[src/rtl/gpio_pkg.sv]
// Shared definitions for the GPIO CSR responder: CSR addresses used by the
// control unit, debounce FSM states and the blank segment pattern.
package gpio_pkg;

  localparam logic [11:0] CSR_GPIO_OUT = 12'hF00;
  localparam logic [11:0] CSR_GPIO_IN  = 12'hF02;

  typedef enum logic {
    DB_STABLE,
    DB_SETTLE
  } db_state_t;

  localparam logic [6:0] SEG_BLANK = 7'b1111111;

endpackage

[src/rtl/hex7seg_decode.sv]
// One 7-segment digit: 4-bit hex value to active-low segments, bit order gfedcba.
module hex7seg_decode
  import gpio_pkg::*;
(
  input  logic [3:0] nibble,
  output logic [6:0] seg
);

  always_comb begin
    seg = SEG_BLANK;
    case (nibble)
      4'h0: seg = 7'b1000000;
      4'h1: seg = 7'b1111001;
      4'h2: seg = 7'b0100100;
      4'h3: seg = 7'b0110000;
      4'h4: seg = 7'b0011001;
      4'h5: seg = 7'b0010010;
      4'h6: seg = 7'b0000010;
      4'h7: seg = 7'b1111000;
      4'h8: seg = 7'b0000000;
      4'h9: seg = 7'b0010000;
      4'hA: seg = 7'b0001000;
      4'hB: seg = 7'b0000011;
      4'hC: seg = 7'b1000110;
      4'hD: seg = 7'b0100001;
      4'hE: seg = 7'b0000110;
      4'hF: seg = 7'b0001110;
      default: seg = SEG_BLANK;
    endcase
  end

endmodule

[src/rtl/csr_gpio_port.sv]
// GPIO CSR responder: output register driving the HEX digits, plus a
// synchronised and debounced switch register returned as CSR read data.
module csr_gpio_port
  import gpio_pkg::*;
#(
  parameter int SW_WIDTH        = 18,
  parameter int HEX_DIGITS      = 8,
  parameter int DEBOUNCE_CYCLES = 50000
) (
  input  logic                    clk,
  input  logic                    rst_n,
  input  logic                    gpio_we,
  input  logic [31:0]             gpio_wdata,
  input  logic [SW_WIDTH-1:0]     sw_raw,
  output logic [31:0]             gpio_rdata,
  output logic [31:0]             gpio_out,
  output logic [HEX_DIGITS*7-1:0] hex_seg,
  output logic                    sw_changed
);

  localparam int CNT_W = $clog2(DEBOUNCE_CYCLES) + 1;
  localparam logic [CNT_W-1:0] CNT_RELOAD = CNT_W'(DEBOUNCE_CYCLES - 1);

  logic [31:0]         gpio_out_q, gpio_out_d;
  logic [SW_WIDTH-1:0] s1_q, s2_q;
  logic [SW_WIDTH-1:0] sw_stable_q, sw_stable_d;
  logic [SW_WIDTH-1:0] cand_q, cand_d;
  logic [CNT_W-1:0]    cnt_q, cnt_d;
  db_state_t           state_q, state_d;
  logic                sw_changed_q, sw_changed_d;

  always_comb begin
    gpio_out_d   = gpio_we ? gpio_wdata : gpio_out_q;
    state_d      = state_q;
    cnt_d        = cnt_q;
    cand_d       = cand_q;
    sw_stable_d  = sw_stable_q;
    sw_changed_d = 1'b0;
    case (state_q)
      DB_STABLE: begin
        if (s2_q != sw_stable_q) begin
          cand_d  = s2_q;
          cnt_d   = CNT_RELOAD;
          state_d = DB_SETTLE;
        end
      end
      DB_SETTLE: begin
        // A return to the accepted value cancels the change silently.
        if (s2_q == sw_stable_q) begin
          state_d = DB_STABLE;
        end else if (s2_q != cand_q) begin
          cand_d = s2_q;
          cnt_d  = CNT_RELOAD;
        end else if (cnt_q == '0) begin
          sw_stable_d  = cand_q;
          sw_changed_d = 1'b1;
          state_d      = DB_STABLE;
        end else begin
          cnt_d = cnt_q - CNT_W'(1);
        end
      end
      default: state_d = DB_STABLE;
    endcase
  end

  always_ff @(posedge clk or negedge rst_n) begin
    if (!rst_n) begin
      gpio_out_q   <= '0;
      s1_q         <= '0;
      s2_q         <= '0;
      sw_stable_q  <= '0;
      cand_q       <= '0;
      cnt_q        <= '0;
      state_q      <= DB_STABLE;
      sw_changed_q <= 1'b0;
    end else begin
      gpio_out_q   <= gpio_out_d;
      s1_q         <= sw_raw;
      s2_q         <= s1_q;
      sw_stable_q  <= sw_stable_d;
      cand_q       <= cand_d;
      cnt_q        <= cnt_d;
      state_q      <= state_d;
      sw_changed_q <= sw_changed_d;
    end
  end

  assign gpio_out   = gpio_out_q;
  assign gpio_rdata = 32'(sw_stable_q);
  assign sw_changed = sw_changed_q;

  for (genvar i = 0; i < HEX_DIGITS; i++) begin : g_digit
    hex7seg_decode u_digit (
      .nibble (gpio_out_q[4*i +: 4]),
      .seg    (hex_seg[7*i +: 7])
    );
  end

endmodule
[config.mk]
export PLATFORM = sky130hd
export DESIGN_NAME = csr_gpio_port
export DESIGN_NICKNAME = d
export VERILOG_FILES = /design/src/rtl/gpio_pkg.sv /design/src/rtl/hex7seg_decode.sv /design/src/rtl/csr_gpio_port.sv
export SDC_FILE = /design/constraint.sdc
export NUM_CORES = 1
export LEC_CHECK = 0
export ABC_AREA = 0
export ABC_CLOCK_PERIOD_IN_PS = 3630
export BUFFER_PORTS_ARGS = -buffer_cell sky130_fd_sc_hd__buf_4
export CAP_MARGIN = 20
export CELL_PAD_IN_SITES_DETAIL_PLACEMENT = 1
export CELL_PAD_IN_SITES_GLOBAL_PLACEMENT = 2
export CORE_MARGIN = 2
export CORE_UTILIZATION = 34
export DETAILED_ROUTE_END_ITERATION = 10
export PLACE_DENSITY = 0.84
export SLEW_MARGIN = 5
export SYNTH_ARGS = -nofsm -noshare
export SYNTH_HDL_FRONTEND = slang
export SYNTH_SLANG_ARGS = --single-unit
[constraint.sdc]
create_clock -name clk -period 3.63 [get_ports clk]
set_input_delay 0.363 -clock clk [delete_from_list [all_inputs] [get_ports clk]]
set_output_delay 0.363 -clock clk [all_outputs]
set_load 0.02 [all_outputs]
==> impl_metrics.json <==
{
  "outcome": "complete, no violations",
  "powerDensity_mw_per_mm2": 458,
  "netlist_area_sq_mm": 0.00688,
  "syn_inst": 618,
  "cap_violations": 0,
  "rr_worst_depth": 7,
  "grt_pass1_vias": 5654,
  "ys_seq_area_frac": 0.448,
  "cts_tree": "yes",
  "dp.cells": 1020,
  "cts_root_buffer": "clkbuf_16",
  "numCtsBuffers": 17,
  "cp.buffers_inverters": 1,
  "cp_cell_sequence": "or4_4, or4_4, nor4_2, or4b_1, nor2b_4, buf_12, mux2_2",
  "hold_path.class": "primary input to async pin",
  "synthArstFlopShare": 1.00,
  "clock_path_buffers": 2,
  "drive_above_1_share": 0.348,
  "critPathLaunchType": "flop",
  "final_common_cell": "buf_4",
  "worst_pin_slew_ns": 0.816,
  "max_freq_mhz": 316,
  "postCtsSetupBuffers": 0,
  "yosysTopAreaCellShare": 0.448,
  "io_pins": 174,
  "p_sw_frac": 0.304,
  "post_cts_resized": 0,
  "switchingPower_mw": 1.23,
  "setup_viol": 0,
  "drtIter0Drc": 166,
  "p_int_mw": 2.81,
  "cp_data_required_time_ns": 3.93,
  "syn_area_per_cell_sq_um": 11.1,
  "overflow": 0,
  "finalWirelength_mm": 17.8,
  "p_leak_nw": 4.13,
  "clkSlewWorstSetupHoldPaths_ns": 0.06,
  "ant_nets": 0,
  "grt_util_all_layers": 0.173,
  "finClkSkew_ns": 0.00727,
  "place.gp.congestion": 0.802,
  "worst-setup-path-type": "flop to flop",
  "finalNetCount": 871,
  "timing.slew.headroom": 0.456,
  "path_delay_family": "simple AND/OR/NAND/NOR gates",
  "fp.dieArea_sq_mm": 0.0214,
  "synth-seq-cells": 123,
  "antenna_found_initial": 0,
  "die_w_microns": 146,
  "syn2layout_area_growth_pct": 28.1,
  "ys_types": 51,
  "slowest_delay_ns": 0.68,
  "crit_slowest_cell": "or4b_1",
  "mostFrequentLayoutCells": "161 x buf_4, 123 x dfrtp_1, 49 x ha_1",
  "cp-end-kind": "flop",
  "hold_buffers": 0,
  "via_per_inst": 4.90,
  "slew_viol_final": 0,
  "rsz0062_at_grt": "no",
  "start_util": 0.343,
  "cp.arrival_ns": 3.46,
  "rr_startpoint": "cnt_q[11]$_DFFE_PN0P_",
  "vias": 5150,
  "finalHoldViolations": 0,
  "grt_max_degree": 64,
  "synth.largest_area_cell": "dfrtp_1",
  "worstPathMaxFanout": 18,
  "p_clk_frac": 0.396,
  "yosys-top-cells-area": "dfrtp_1 45%, ha_1 8.9%, mux2_2 7.5%",
  "synth_ff_type": "dfrtp_1",
  "r2r_slack_ns": 0.47,
  "rr_endpoint": "sw_stable_q[5]$_DFFE_PN0P_",
  "seqPwrFrac": 0.388,
  "portBuffers": 159,
  "cpMostUsedCell": "or4_4",
  "core_area_sq_mm": 0.0200,
  "irDropWorstVdd_v": 0.000289,
  "drc": 0,
  "cts_max_level": 4,
  "grt_pass1_wl_mm": 29.6,
  "post-route-period-util": 0.872,
  "antenna_cells": 0,
  "row_count": 52,
  "hpwl_mm": 12.8,
  "die_y_microns": 146,
  "clk_latency_ns": 0.42,
  "combPwrFrac": 0.215,
  "wl_per_cell_microns": 17.0,
  "tns_ns": 0,
  "period_needed_ns": 3.16,
  "drt_first_pass_iters": 6,
  "stdcell_count": 1051,
  "synth_edf_count": 0,
  "fillCellCount": 2262,
  "yosys_warnings": 0,
  "cts_sinks": 123
}
[power groups by stage]
stage                     clock, mW  combinational (mW)  sequential, mW
final                          1.60               0.869            1.57
after global routing           1.71               0.946            1.58
after global placement            0               0.861            1.58
after detailed placement          0               0.878            1.59
after floorplan                   0               0.525            1.56
after CTS                      1.65               0.884            1.57
[Yosys cell counts, types with 8 or more instances]
| library cell | count |
|---|---|
| dfrtp_1 | 123 |
| ha_1 | 49 |
| mux2_2 | 46 |
| nor2_1 | 41 |
| nand2_1 | 38 |
| o21ai_0 | 35 |
| inv_1 | 25 |
| xor2_1 | 25 |
| mux2i_1 | 23 |
| clkbuf_1 | 20 |
| xnor2_1 | 20 |
| a21oi_1 | 16 |
| buf_4 | 14 |
| a22o_1 | 13 |
| mux2_4 | 10 |
| nand3_1 | 9 |
| nor2b_1 | 9 |
| nor3_1 | 8 |
[layout make-up]
class                      count  area, sq um  area share
multi-input combinational    438         3490       0.396
sequential                   123         3080       0.349
timing repair buffer         163         1250       0.142
clock buffer                  21          460      0.0523
tap                          270          338      0.0384
inverter                      26         97.6      0.0111
clock inverter                10         93.8      0.0107
[per-layer routing]
metal,track usage,wire [microns]
met5,0,0
met4,0.0578,286
met3,0.0622,1210
met2,0.290,8720
met1,0.207,7610
[through the flow]
step | hold slack, ns | power (mW) | setup slack [ns] | util | instance area (sq um)
final | 0.0226 | 4.04 | 0.466 | 0.440 | 8810
after global routing | 0.0279 | 4.24 | 0.369 | 0.440 | 8810
after CTS | 0.0248 | 4.10 | 0.463 | 0.440 | 8810
after detailed placement | 0.336 | 2.47 | 0.481 | 0.412 | 8250
after global placement | 0.335 | 2.44 | 0.580 | 0.412 | 8250
after floorplan | 0.0674 | 2.09 | 0.730 | - | 6920
[flip-flops by register name, indices dropped and copies added, names as in the netlist]
register / count
sw_stable_q: 18
sw_changed: 1
gpio_out: 32
state_q: 1
s1_q: 18
s2_q: 18
cnt_q: 17
cand_q: 18
[how the worst max path moves through the flow]
stage | slack, ns | cells past startpoint | startpoint | end
finish | 0.47 | 7 | cnt_q[11]$_DFFE_PN0P_ | sw_stable_q[5]$_DFFE_PN0P_
global route | 0.37 | 7 | cnt_q[11]$_DFFE_PN0P_ | sw_stable_q[3]$_DFFE_PN0P_
CTS | 0.46 | 7 | cnt_q[11]$_DFFE_PN0P_ | sw_stable_q[5]$_DFFE_PN0P_
detailed placement | 0.48 | 7 | cnt_q[11]$_DFFE_PN0P_ | sw_stable_q[5]$_DFFE_PN0P_
global placement | 0.58 | 7 | cnt_q[11]$_DFFE_PN0P_ | sw_stable_q[2]$_DFFE_PN0P_
floorplan | 0.73 | 9 | cnt_q[11]$_DFFE_PN0P_ | sw_stable_q[10]$_DFFE_PN0P_
[cells by family (layout without fill, tap and decap cells)]
group | Yosys count | in the layout | share of synthesized area
buf+inv | 70 | 220 | 0.0515
compound gates | 94 | 94 | 0.0870
mux | 86 | 86 | 0.154
flops | 123 | 123 | 0.448
simple gates | 150 | 150 | 0.113
fa+ha+maj | 49 | 49 | 0.0892
other cells | 1 | 14 | 0.000545
xor+xnor | 45 | 45 | 0.0573
[worst reg2reg max path: cells and delay by family (launching register included)]
family	cells	cell delay [ns]
flops	1	0.41
mux	1	0.37
buf+inv	1	0.20
simple gates	5	2.07
Note: power is estimated with default switching activity, not from simulation.
